==> src/rtl/wb_stage.sv <==
// wb_stage - write-back stage: regfile write port, HI/LO registers, one-entry bypass, retire counter.
module wb_stage #(
  parameter int PC_BITS   = 32,
  parameter int IR_BITS   = 32,
  parameter int DATA_BITS = 32
) (
  input  logic                 clk,
  input  logic                 rst,
  input  logic                 wb_en,
  input  logic [PC_BITS-1:0]   pc_in,
  input  logic [IR_BITS-1:0]   ir_in,
  input  logic                 jal,
  input  logic                 mem_to_reg,
  input  logic                 reg_write,
  input  logic                 write_rd,
  input  logic [1:0]           extr_word,
  input  logic                 extr_signed,
  input  logic                 to_lh,
  input  logic [1:0]           lh_to_reg,
  input  logic [DATA_BITS-1:0] alu_out,
  input  logic [DATA_BITS-1:0] mem_out,
  input  logic [DATA_BITS-1:0] lo_in,
  input  logic [DATA_BITS-1:0] hi_in,
  output logic                 rf_we,
  output logic [4:0]           rf_waddr,
  output logic [DATA_BITS-1:0] rf_wdata,
  output logic [DATA_BITS-1:0] hi_q,
  output logic [DATA_BITS-1:0] lo_q,
  output logic                 fwd_valid,
  output logic [4:0]           fwd_addr,
  output logic [DATA_BITS-1:0] fwd_data,
  output logic [31:0]          retired_cnt
);

  logic                 live;
  logic [1:0]           off;
  logic [7:0]           byte_sel;
  logic [15:0]          half_sel;
  logic [DATA_BITS-1:0] load_data;
  logic [DATA_BITS-1:0] link_data;

  assign live      = wb_en & (ir_in != '0);
  assign off       = alu_out[1:0];
  assign link_data = DATA_BITS'(pc_in + PC_BITS'(4));

  always_comb begin
    rf_waddr = 5'd31;
    if (!jal) begin
      rf_waddr = write_rd ? ir_in[15:11] : ir_in[20:16];
    end
  end

  always_comb begin
    byte_sel = mem_out[8*off +: 8];
    half_sel = off[1] ? mem_out[31:16] : mem_out[15:0];
    case (extr_word)
      2'b01:   load_data = {{(DATA_BITS-8){byte_sel[7] & extr_signed}}, byte_sel};
      2'b10:   load_data = {{(DATA_BITS-16){half_sel[15] & extr_signed}}, half_sel};
      default: load_data = mem_out;
    endcase
  end

  // HI/LO reads see the pre-update registers, so a combined to_lh + move returns the old value.
  always_comb begin
    rf_wdata = alu_out;
    if (jal)                     rf_wdata = link_data;
    else if (lh_to_reg == 2'b01) rf_wdata = lo_q;
    else if (lh_to_reg == 2'b10) rf_wdata = hi_q;
    else if (mem_to_reg)         rf_wdata = load_data;
  end

  assign rf_we = live & (reg_write | jal) & (rf_waddr != 5'd0);

  always_ff @(posedge clk or posedge rst) begin
    if (rst) begin
      hi_q        <= '0;
      lo_q        <= '0;
      fwd_valid   <= 1'b0;
      fwd_addr    <= 5'd0;
      fwd_data    <= '0;
      retired_cnt <= 32'd0;
    end else if (live) begin
      retired_cnt <= retired_cnt + 32'd1;
      if (to_lh) begin
        hi_q <= hi_in;
        lo_q <= lo_in;
      end
      if (rf_we) begin
        fwd_valid <= 1'b1;
        fwd_addr  <= rf_waddr;
        fwd_data  <= rf_wdata;
      end
    end
  end

endmodule

==> config.mk <==
export PLATFORM = sky130hd
export DESIGN_NAME = wb_stage
export DESIGN_NICKNAME = d
export VERILOG_FILES = /design/src/rtl/wb_stage.sv
export SDC_FILE = /design/constraint.sdc
export NUM_CORES = 1
export LEC_CHECK = 0
export BUFFER_PORTS_ARGS = -buffer_cell sky130_fd_sc_hd__buf_2
export CAP_MARGIN = 20
export CORE_AREA = 2 2 148 150
export CTS_CLUSTER_SIZE = 20
export DETAILED_ROUTE_END_ITERATION = 12
export DIE_AREA = 0 0 150 152
export PLACE_DENSITY = 0.79
export SYNTH_ARGS = -nofsm -noshare
export SYNTH_HDL_FRONTEND = slang
export SYNTH_SLANG_ARGS = --single-unit
export TNS_END_PERCENT = 20
==> constraint.sdc <==
create_clock -name clk -period 5.6 [get_ports clk]
set_clock_uncertainty 0.05 [all_clocks]
set_input_delay 0.56 -clock clk [delete_from_list [all_inputs] [get_ports clk]]
set_output_delay 0.56 -clock clk [all_outputs]
set_load 0.02 [all_outputs]
==> impl_results.md <==
- Die height: 152 um
- Gpl congestion: 0.994
- Yosys warning count: 0
- Largest net degree at the start of global routing: 72
- Max Transition Viols Final: 0
- Port bufs: 376
- CP Max Fanout: 49
- Peak Freq: 259 MHz
- Max-slew headroom: 33.6%
- Number of global-route vias before repair: 8,822
- Initial Util: 40.2%
- Worst slack, placed: 1.83 ns
- Final period utilization: 69.1%
- Placeable Area: 21,400 um^2
- Met3 Use GR: 6.43%
- Setup-violating endpoint count in the final report: 0
- Worst-case clock buffer depth: 2
- Synth unique cells: 64
- Filler cell count: 1,993
- Top cells by area, synth: dfrtp_1, mux2_2, nand2_1, xnor2_1, a21oi_1
- Clock latency at the later pin of the worst-skew pair: 0.43 ns
- Most used DFF post-synth: dfrtp_1
- Detailed placement HPWL: 29,100 um
- Final WL: 36,500 um
- GR Util met1: 41.6%
- Yosys reg bits: 134
- CP Launch Type: input pin
- Initial antenna violation count: 4
- First-pass GRT wire length: 54,200 um
- Worst flop-to-flop path endpoint: retired_cnt[28]$_DFFE_PP0P_
- Worst-Margin Slew: 0.990 ns
- Setup TNS: 0 ns
- WL/cell: 23.5 um
- Nets: 1,465
- Via count: 9,137
- Register-to-register setup slack: 3.30 ns
- Syn Std Cell Area: 8590 um^2
- Number of flops mapped to enable cells by yosys: 0
- Area delta synth->final: 31.4%
- Post-route ant nets: 0
- # resized after CTS: 0
- Synth Instances: 919
- Synthesized Nets: 1,128
- Power density cells: 307 nW/um^2
- Grt ovf: 0
- Min-Delay Path Class: in -> async
- Post-CTS Setup Inserts: 0
- Total CTS buffers: 17
- Final hold vios: 0
- Iter 0 DRT Violations: 775
- Die ar.: 22,800 um^2
- Row cnt: 54
- CP Capture Type: output pin
- Unrepaired setup endpoints after global routing: no
- Most Crowded Layer GR: met2
- Leading area contributor after synthesis: dfrtp_1
- Maxcap violations: 0
- Post-synth top area share: 39.0%
- Status: finished clean
- R2R cell count: 5
- Chip width: 150 um
- Top post-synthesis cells by count: dfrtp_1, mux2_2, nand2_1
- DR pass1 iterations: 5
- Worst setup path class: in -> out
- GR Util met2: 51.9%
- Sequential cell area fraction in the yosys report: 39.0%
- DRC violations left: 0
- Leak: 5.23 nW
- Synth async-reset ratio: 100%
- Root Buffer: clkbuf_16
- Synth Area per Inst: 9.35 um^2
- Clock transition at path regs: 0.06 ns
- CTS tree: yes
- Hold_buf cts: 0
- Clk sinks: 134
- Htree depth: 4
- Io pins: 377
- Arrival time at the worst endpoint: 3.26 ns
- Minimum clock period: 3.87 ns
- Vias/cell: 5.88
- GRT Resource Usage Total: 31.7%
- Most common cell in the netlist: dfrtp_1
- Worst Path Required: 4.99 ns
- Setup ws final: 1.73 ns
- RR Startpoint: retired_cnt[4]$_DFFE_PP0P_
- Max IR drop VDD: 187 uV
- Layout cells sized above 1: 42.3%
area by class of cell:
cell class              count  area [um^2]  share of cell area [%]
diodes                      6         15.0                   0.133
clock buffers              21          470                    4.17
clock inverters            11          148                    1.31
inverters                  30          118                    1.04
multi-input cells         686         4860                    43.1
flip-flops and latches    134         3350                    29.7
well taps                 280          350                    3.11
repair buffers            387         1960                    17.4
cell usage in the layout, fill, tap and decap left out, drive strengths merged, types with 6 or more instances in the layout:
cell	count
or2	7
o221ai	7
nor2	48
and4	11
a22oi	10
nor4	16
a211o	8
nor3	30
dfrtp	134
nand3b	6
o211ai	13
nand3	28
mux2i	8
a21oi	41
nand4	26
a31oi	18
xor2	16
o31ai	9
mux2	101
xnor2	24
a221oi	15
diode	6
a22o	7
nor2b	17
and3	9
clkbuf	21
and2	7
nand2b	16
o22ai	7
nand2	69
inv	30
buf	387
a211oi	10
o21ai	30
how the worst max path moves through the flow:
| stage | from | cells past startpoint | end |
|---|---|---|---|
| finish | jal | 7 | rf_wdata[7] |
| CTS | jal | 7 | rf_wdata[7] |
| detailed placement | jal | 7 | rf_wdata[7] |
| global placement | jal | 7 | rf_wdata[8] |
| global route | jal | 7 | rf_wdata[7] |
| floorplan | rst | 1 | fwd_addr[0]$_DFFE_PP0P_ |
state kept, by name, indices dropped and copies added (netlist names):
name and flops:
hi_q 32, fwd_data 32, lo_q 32, fwd_addr 5
retired_cnt 32, fwd_valid 1
cells by family (layout without fill, tap and decap cells):
| group | count (synthesis) | count (layout) | synth area share, % |
|---|---|---|---|
| other | 0 | 6 | 0 |
| buffers and inverters | 99 | 449 | 4.47 |
| AOI/OAI and AO/OA | 226 | 226 | 18.7 |
| and+or+nand+nor | 307 | 307 | 18.9 |
| adders and majority gates | 4 | 4 | 0.583 |
| DFF | 134 | 134 | 39.0 |
| xor gates and xnor gates | 40 | 40 | 4.08 |
| muxes | 109 | 109 | 14.2 |
metal layers:
metal  up-vias  routed length [um]
met5         -                  11
met4         2                1220
met3        64                2970
met2       496               17300
met1      4438               15000
li1       4137                   -
power breakdown:
group	total [mW]	internal (mW)	switching [mW]	leakage (nW)
clock network	1.18	0.737	0.447	0.292
registers	1.26	1.11	0.153	1.60
logic	1.02	0.391	0.626	3.34
critical path: stages:
cell	delay [ns]
buf_2	0.42
buf_4	0.53
inv_1	0.51
nand3_1	0.43
a221oi_1	0.09
a221oi_1	0.42
buf_2	0.25
metrics by stage:
stage | util [%] | total power, mW | hold slack, ns | std cells | instance area, um^2
finish | 52.8 | 3.46 | 0.138 | 1555 | 11300
global route | 52.8 | 3.61 | 0.177 | 1552 | 11300
CTS | 52.8 | 3.48 | 0.151 | 1549 | 11300
detailed placement | 49.9 | 2.29 | 0.409 | 1517 | 10600
global placement | 49.9 | 2.27 | 0.399 | 1517 | 10600
floorplan | - | 1.84 | 0.528 | 919 | 8590
Note: power is estimated with default switching activity, not from simulation.
